## config.mk

```make
export PLATFORM = sky130hd
export DESIGN_NAME = seg_scan_capture
export DESIGN_NICKNAME = d
export VERILOG_FILES = /design/src/rtl/seg_scan_capture.sv
export SDC_FILE = /design/constraint.sdc
export NUM_CORES = 1
export LEC_CHECK = 0
export ABC_AREA = 1
export CAP_MARGIN = 25
export CORE_MARGIN = 5
export CORE_UTILIZATION = 50
export CTS_CLUSTER_DIAMETER = 150
export CTS_CLUSTER_SIZE = 24
export DETAILED_ROUTE_END_ITERATION = 7
export PLACE_DENSITY = 0.83
export SLEW_MARGIN = 15
export SYNTH_ARGS = -nofsm -noshare
export SYNTH_HDL_FRONTEND = slang
export SYNTH_SLANG_ARGS = --single-unit
```

## constraint.sdc

```tcl
create_clock -name clk -period 2.5 [get_ports clk]
set_clock_uncertainty 0.2 [all_clocks]
set_input_delay 0.75 -clock clk [delete_from_list [all_inputs] [get_ports clk]]
set_output_delay 0.75 -clock clk [all_outputs]
set_load 0.005 [all_outputs]
```

## src/rtl/seg_scan_capture.sv

```systemverilog
// seg_scan_capture: reads a scanned 4-digit active-low 7-segment bus back
// into hex nibbles. A single-anode pattern must stay unchanged for
// STABLE_CYCLES registered samples before it is captured into its digit slot.
//
// Handshake: update is a one-cycle valid strobe with no ready. digits,
// digit_valid and digit_err already hold the new capture in the cycle that
// update is high. A display monitor cannot stall a display, so the consumer
// must sample on the strobe. frame_done is a one-cycle strobe with the same
// rule.
module seg_scan_capture #(
  parameter int STABLE_CYCLES = 4
) (
  input  logic        clk,
  input  logic        reset,
  input  logic [6:0]  seg_n,
  input  logic [3:0]  an_n,
  output logic [15:0] digits,
  output logic [3:0]  digit_valid,
  output logic [3:0]  digit_err,
  output logic        update,
  output logic        frame_done,
  output logic [1:0]  state_dbg
);

  typedef enum logic [1:0] {
    IDLE    = 2'd0,
    COUNT   = 2'd1,
    CAPTURE = 2'd2,
    HELD    = 2'd3
  } state_t;

  localparam logic [7:0] STABLE_TARGET = 8'(STABLE_CYCLES);

  state_t      state, state_next;
  logic [7:0]  cnt, cnt_next;
  logic [6:0]  cur_seg, prev_seg;
  logic [3:0]  cur_an, prev_an;
  logic [3:0]  an_sel;
  logic        one_hot;
  logic        changed;
  logic        capture;
  logic [1:0]  sel_idx;
  logic [4:0]  decoded;
  logic [3:0]  seen;

  // Reverse of the hex-to-segment table. bit 4 = legal, bits 3:0 = nibble.
  function automatic logic [4:0] decode_seg(input logic [6:0] s);
    logic [4:0] r;
    case (s)
      7'h01:   r = 5'h10;
      7'h4F:   r = 5'h11;
      7'h12:   r = 5'h12;
      7'h06:   r = 5'h13;
      7'h4C:   r = 5'h14;
      7'h24:   r = 5'h15;
      7'h20:   r = 5'h16;
      7'h0F:   r = 5'h17;
      7'h00:   r = 5'h18;
      7'h04:   r = 5'h19;
      7'h08:   r = 5'h1A;
      7'h60:   r = 5'h1B;
      7'h31:   r = 5'h1C;
      7'h42:   r = 5'h1D;
      7'h30:   r = 5'h1E;
      7'h38:   r = 5'h1F;
      default: r = 5'h00;
    endcase
    return r;
  endfunction

  // Register the pins once, and keep the previous sample for change detection.
  // The anode reset value is "no anode", so a hold across reset starts a fresh window.
  always_ff @(posedge clk or posedge reset) begin
    if (reset) begin
      cur_seg  <= 7'h7F;
      cur_an   <= 4'hF;
      prev_seg <= 7'h7F;
      prev_an  <= 4'hF;
    end else begin
      cur_seg  <= seg_n;
      cur_an   <= an_n;
      prev_seg <= cur_seg;
      prev_an  <= cur_an;
    end
  end

  // Decode the sampled anodes into a one-hot flag and a digit index.
  always_comb begin
    an_sel  = ~cur_an;
    one_hot = (an_sel != 4'd0) && ((an_sel & (an_sel - 4'd1)) == 4'd0);
    changed = (cur_seg != prev_seg) || (cur_an != prev_an);
    decoded = decode_seg(cur_seg);
    sel_idx = 2'd0;
    case (an_sel)
      4'b0010: sel_idx = 2'd1;
      4'b0100: sel_idx = 2'd2;
      4'b1000: sel_idx = 2'd3;
      default: sel_idx = 2'd0;
    endcase
  end

  // Next-state logic for the stability FSM.
  // A new window counts as 1. Reaching the target enters CAPTURE at the same
  // edge, so a capture lands exactly STABLE_CYCLES edges after the pins are sampled.
  always_comb begin
    state_next = state;
    cnt_next   = cnt;
    case (state)
      IDLE: begin
        cnt_next = 8'd0;
        if (one_hot) begin
          state_next = COUNT;
          cnt_next   = 8'd1;
        end
      end
      COUNT: begin
        if (!one_hot) begin
          state_next = IDLE;
          cnt_next   = 8'd0;
        end else if (changed) begin
          cnt_next = 8'd1;
        end else begin
          cnt_next = cnt + 8'd1;
        end
      end
      CAPTURE, HELD: begin
        state_next = HELD;
        if (changed) begin
          if (!one_hot) begin
            state_next = IDLE;
            cnt_next   = 8'd0;
          end else begin
            state_next = COUNT;
            cnt_next   = 8'd1;
          end
        end
      end
      default: begin
        state_next = IDLE;
        cnt_next   = 8'd0;
      end
    endcase
    if (state_next == COUNT && cnt_next == STABLE_TARGET) begin
      state_next = CAPTURE;
    end
    capture = (state_next == CAPTURE);
  end

  // State and counter registers.
  always_ff @(posedge clk or posedge reset) begin
    if (reset) begin
      state <= IDLE;
      cnt   <= 8'd0;
    end else begin
      state <= state_next;
      cnt   <= cnt_next;
    end
  end

  // Capture into the selected slot. An illegal pattern only flags the error.
  // seen clears when frame_done fires, and a capture in that same cycle is kept.
  always_ff @(posedge clk or posedge reset) begin
    if (reset) begin
      digits      <= 16'd0;
      digit_valid <= 4'd0;
      digit_err   <= 4'd0;
      seen        <= 4'd0;
      frame_done  <= 1'b0;
    end else begin
      frame_done <= (seen == 4'hF);
      seen       <= ((seen == 4'hF) ? 4'd0 : seen) |
                    (capture ? (4'd1 << sel_idx) : 4'd0);
      if (capture) begin
        if (decoded[4]) begin
          digits[{sel_idx, 2'b00} +: 4] <= decoded[3:0];
          digit_valid[sel_idx]          <= 1'b1;
          digit_err[sel_idx]            <= 1'b0;
        end else begin
          digit_err[sel_idx] <= 1'b1;
        end
      end
    end
  end

  assign update    = (state == CAPTURE);
  assign state_dbg = state;

endmodule

```

# Word-level counts from Yosys, hierarchy flattened

Cells that the tools add are included.

$add $sub $neg: 3
Magnitude comparators: 2
Equal/unequal tests: 27
Shifts and indexed selects: 3
Mux-type cells: 19
Bitwise operators: 7
Reduce and logical (&&, ||, !) cells: 10

Operators by type and width:

| operator               | number |
|---|---|
| $pmux 5 s16            | 1 |
| $eq 7x6->1 const B     | 5 |
| $eq 7x7->1 const B     | 4 |
| $mux 8                 | 3 |
| $pmux 8 s3             | 1 |
| $bwmux 16              | 1 |
| $shift 4x6->16 const A | 1 |
| $shiftx 4x6->16        | 1 |
| $eq 7x3->1 const B     | 2 |
| $eq 7x4->1 const B     | 2 |
| $mux 4                 | 3 |
| $or 4x4->4             | 3 |
| $pmux 2 s3             | 2 |
| $add 8x1->8 const B    | 1 |
| $and 4x4->4            | 2 |
| $eq 4x4->1 const B     | 2 |
| $eq 8x3->1 const B     | 1 |
| $mux 2                 | 4 |
| $not 4->4              | 2 |
| $eq 7x1->1 const B     | 1 |
| $eq 7x5->1 const B     | 1 |
| $logic_not 7->1        | 1 |
| $ne 7x7->1             | 1 |
| $eq 2x2->1 const B     | 3 |
| other kinds (18)       | 23 |

Register bits after elaboration: 61
Output and inout port bits: 28
Word-level logic and storage cells: 82

# Depth between registers and ports, before layout

Depth in word-level cells: 14
Mapped depth: 17
Depth with buffers taken out: 17

# Least setup slack after synthesis

OpenSTA, ideal clock, no wires.

Kind: register -> register
Start: register cur_an[2]
End: register digits[2]
Arrival time: 2.364 ns
Required time: 2.182 ns
Setup slack: -0.182 ns
Stages on the path, launching flop included: 10
Buffers on the path: 0
Path through: dfstp_2 -> inv_1 -> nor4_1 -> inv_1 -> ha_1 -> inv_1 -> nand2_1 -> nor2_1 -> nand4_1 -> nand2_1

Cells in the longest elaborated chain, start to end: 13
Elaborated cells on any way between the ends: 32

RTL lines:

| item                                     | line     | source |
|---|---|---|
| start, declared                          | 37       | `logic [3:0] cur_an, prev_an;` |
| start signal, assigned                   | 81       | `cur_an <= an_n;` |
| $not 4->4                                | 89       | `an_sel = ~cur_an;` |
| $sub 4x1->4                              | 90       | `one_hot = (an_sel != 4'd0) && ((an_sel & (an_sel - 4'd1)) == 4'd0);` |
| $and 4x4->4                              | 90       |  |
| $logic_not 4->1                          | 90       |  |
| $logic_and 1x1->1                        | 90       |  |
| $mux 1                                   | 111, 129 |  |
| $mux 8 or $mux 2 (tied branches)         | 128      | `if (changed) begin` |
| $pmux 8 s3 or $pmux 2 s3 (tied branches) | 108      | `case (state)` |
| $eq 8x3->1 or $eq 2x1->1 (tied branches) | 143      | `if (state_next == COUNT && cnt_next == STABLE_TARGET) begin` |
| $logic_and 1x1->1                        | 143      |  |
| $mux 2                                   | 143      |  |
| $eq 2x2->1                               | 146      | `capture = (state_next == CAPTURE);` |
| $reduce_and 2->1 (no source line)        | --       |  |
| end signal, assigned by index            | 175      | `digits[{sel_idx, 2'b00} +: 4] <= decoded[3:0];` |
| end, declared                            | 17       | `output logic [15:0] digits,` |

Parallel ways exist; a longest one is shown, timed or not.
A chain may end at the register's enable or synchronous reset.

# Worst setup path after layout

Start: register prev_seg[5]
End: register digits[12]

Cells in the longest elaborated chain, start to end: 10
Elaborated cells on any way between the ends: 14

RTL lines:

| item                                  | line | source |
|---|---|---|
| start, declared                       | 36   | `logic [6:0] cur_seg, prev_seg;` |
| start signal, assigned                | 82   | `prev_seg <= cur_seg;` |
| $ne 7x7->1 (*)                        | 91   | `changed = (cur_seg != prev_seg) \|\| (cur_an != prev_an);` |
| $logic_or 1x1->1 (*)                  | 91   |  |
| $mux 8                                | 120  | `end else if (changed) begin` |
| $mux 8                                | 117  | `if (!one_hot) begin` |
| $pmux 8 s3                            | 108  |  |
| $eq 8x3->1                            | 143  |  |
| $logic_and 1x1->1                     | 143  |  |
| $mux 2 (*)                            | 143  |  |
| $eq 2x2->1 (*)                        | 146  |  |
| $reduce_and 2->1 (no source line) (*) | --   |  |

Mark *: on every way between the ends. The rest lies on a longest branch, timed or not.

==> results.sh <==
export IMPL_n_antenna_cell=0
export IMPL_fin_crit_ns=2.608
export IMPL_synthArstFlopShare=1.000
export IMPL_rows=29
export IMPL_area_growth_pct=31.90
export IMPL_clkSlewWorstSetupHoldPaths_ns=0.07
export IMPL_gr_total_overflow=0
export IMPL_vias=2950
export IMPL_firstDrtPassIters=7
export IMPL_total_leakage_power_nw=2.246
export IMPL_max_cap_viol_count=0
export IMPL_drt_wl_total_um=7775
export IMPL_clock_path_buffers=2
export IMPL_die_w_um=90.79
export IMPL_io_buffers=40
export IMPL_synth_area_um2=3263
export IMPL_hold_viol=0
export IMPL_cts_hold_buf=0
export IMPL_cts_tree="done"
export IMPL_path_class="reg2reg"
export IMPL_htree_levels=3
export IMPL_crit_fanout=16
export IMPL_vdd_drop_max_mv=0.4157
export IMPL_drive_gt1_frac=0.2363
export IMPL_synth_fa_ha_area_frac=0.02684
export IMPL_gp_congestion=0.8590
export IMPL_drc=0
export IMPL_slew_headroom=0.6144
export IMPL_start_util=0.5139
export IMPL_grt_max_degree=62
export IMPL_syn_nets=419
export IMPL_violations="negative setup slack"
export IMPL_root_buffer="clkbuf_8"
export IMPL_place_hpwl_um=5116
export IMPL_synth_cell_types=31
export IMPL_syn_inst=399
export IMPL_core_area_um2=6350
export IMPL_avgSynthCellArea_um2=8.178
export IMPL_critPathLaunchType="flip-flop"
export IMPL_setup_ws_ns=-0.1078
export IMPL_grt_total_usage=0.1827
export IMPL_cts_buffers=9
export IMPL_die_area_um2=8242
export IMPL_cts_sinks=61
export IMPL_postRouteAntennaNets=0
export IMPL_synth_compound_area_frac=0.01917
export IMPL_grt_pass1_vias=2727
export IMPL_required_ns=2.53
export IMPL_synthMuxAreaShare=0
export IMPL_grt_first_pass_wirelength_um=12320
export IMPL_hp_class="reg2reg"
export IMPL_io_pins=41
export IMPL_yosysSeqAreaShare=0.4762
export IMPL_yosys_area_share_xor_xnor=0.01342
export IMPL_synth_top_family_by_area="simple AND/OR/NAND/NOR gates"
export IMPL_synth_simple_area_share=0.3738
export IMPL_fin_crit_sh=1.043
export IMPL_insertion_delay_ns=0.34
export IMPL_grt_antenna_before_repair=0
export IMPL_synth_ff_type="dfrtp_1"
export IMPL_report_final_slew_viol_count=0
export IMPL_finalSetupViolCount=19
export IMPL_synth_ff_latch_count=61
export IMPL_wl_per_cell_um=14.11
export IMPL_drtIter0Drc=260
export IMPL_instances_no_fill=551
export IMPL_power_density_nw_per_um2=502.6
export IMPL_rsz0062_at_grt="yes"
export IMPL_synth_edf_count=0
export IMPL_yosysWarnings=0
export IMPL_fin_nets=489
export IMPL_tightest_slew_ns=0.5731
export IMPL_die_h_um=90.79
export IMPL_place_ws_ns=-0.06616
export IMPL_dp_cells=524
export IMPL_cp_arrival_ns=2.64
export IMPL_outcome="finished, violations left"
export IMPL_fillCellCount=453
export IMPL_cp_end_kind="flip-flop"
export IMPL_fmax_ghz=0.3835
export IMPL_vias_per_cell=5.354
==> metrics by stage <==
step / utilization / total power, mW / cell area, um2 / setup TNS (ns) / hold WS (ns)
4_1_cts: 0.6445 / 2.157 / 4093 / 0 / 0.1857
6_report: 0.6778 / 2.163 / 4304 / -1.534 / 0.1864
3_5_place_dp: 0.6063 / 1.258 / 3850 / -0.3118 / 0.1764
5_1_grt: 0.6778 / 2.253 / 4304 / -3.928 / 0.1962
3_3_place_gp: 0.6063 / 1.250 / 3850 / 0 / 0.1733
2_1_floorplan: - / 1.187 / 3269 / 0 / 0.1674
==> power by group <==
group / total [mW] / switching [mW] / internal, mW
clock network: 0.893 / 0.382 / 0.511
logic: 0.228 / 0.143 / 0.0856
registers: 1.04 / 0.0191 / 1.02
==> final cells by class <==
cell class,instances,area [um2],area share
Tap cell,77,96.34,0.02238
Multi-Input combinational cell,268,1538,0.3573
Clock inverter,4,47.55,0.01105
Inverter,63,241.5,0.05610
Clock buffer,12,155.1,0.03605
Sequential cell,61,1555,0.3613
Timing Repair Buffer,66,670.6,0.1558
==> cell families (layout without fill, tap and decap cells) <==
group | Yosys count | after routing
simple gates | 245 | 245
xor+xnor | 5 | 5
compound gates | 11 | 11
fa+ha+maj | 7 | 7
flops | 61 | 61
buf+inv | 70 | 145
==> final timing paths <==
path,from,to,slack [ns],depth (start not counted)
min,cur_an[2],prev_an[2],0.19,0
min in group asynchronous,reset,cnt[5],0.57,3
min reg2reg,cur_an[2],prev_an[2],0.19,0
max reg2reg,prev_seg[5],digits[12],-0.11,16
max in group asynchronous,reset,cur_seg[1],1.20,3
max,prev_seg[5],digits[12],-0.11,16
==> cell usage after synthesis (3+ instances only) <==
cell type  count  share of area
a21oi_1        3         0.0046
buf_2          4         0.0061
buf_6          3          0.010
dfrtp_1       39           0.30
dfstp_2       22           0.18
ha_1           7          0.027
inv_1         56          0.064
inv_2          6         0.0069
nand2_1      121           0.14
nand2_2        3         0.0058
nand3_1       20          0.031
nand4_1       34          0.065
nand4_2        5          0.019
nor2_1        35          0.040
nor2_4         3          0.010
nor3_1        10          0.015
o21ai_0        4         0.0061
xnor2_1        5          0.013
==> sequential cells by signal, indices dropped and copies added (netlist names), named ones only <==
register / count
state_dbg: 2
cur_an: 4
cur_seg: 7
prev_seg: 7
digits: 16
cnt: 8
seen: 4
digit_valid: 4
prev_an: 4
frame_done: 1
==> cell usage in the layout (no fill, tap or decap), types with 12 or more instances in the layout <==
| master | n |
|---|---|
| buf_4 | 19 |
| nand3_1 | 16 |
| dfrtp_1 | 38 |
| dfstp_2 | 22 |
| nand2_1 | 111 |
| nand2_2 | 12 |
| inv_1 | 55 |
| nor2_1 | 32 |
| nand4_1 | 34 |
| clkdlybuf4s50_1 | 40 |
==> critical path, cell delays in order, from the launching register on <==
cell and delay, ns:
dfstp_2 0.53, inv_1 0.04, nand2_1 0.08, nand2_2 0.06
nor2_2 0.11, nand2_2 0.08, nor2_4 0.24, clkbuf_16 0.20
nand4_1 0.17, nand3_2 0.15, nor2_4 0.06, buf_4 0.13
nand3_4 0.10, nor2_8 0.05, buf_12 0.14, nand4_1 0.08
nand2_1 0.07
==> routing by layer <==
metal | part of all wire | GRT usage
met1 | 0.41 | 0.2320
met2 | 0.50 | 0.2924
met3 | 0.058 | 0.04750
met4 | 0.028 | 0.08191
met5 | 0 | 0
==> timing repair <==
item	CTS	global route
cloned	0	1
buffers inserted	1	10
gates resized for setup	4	25
setup endpoints to repair	12	26
pin swaps	1	13
(Power assumes the default switching activity.)
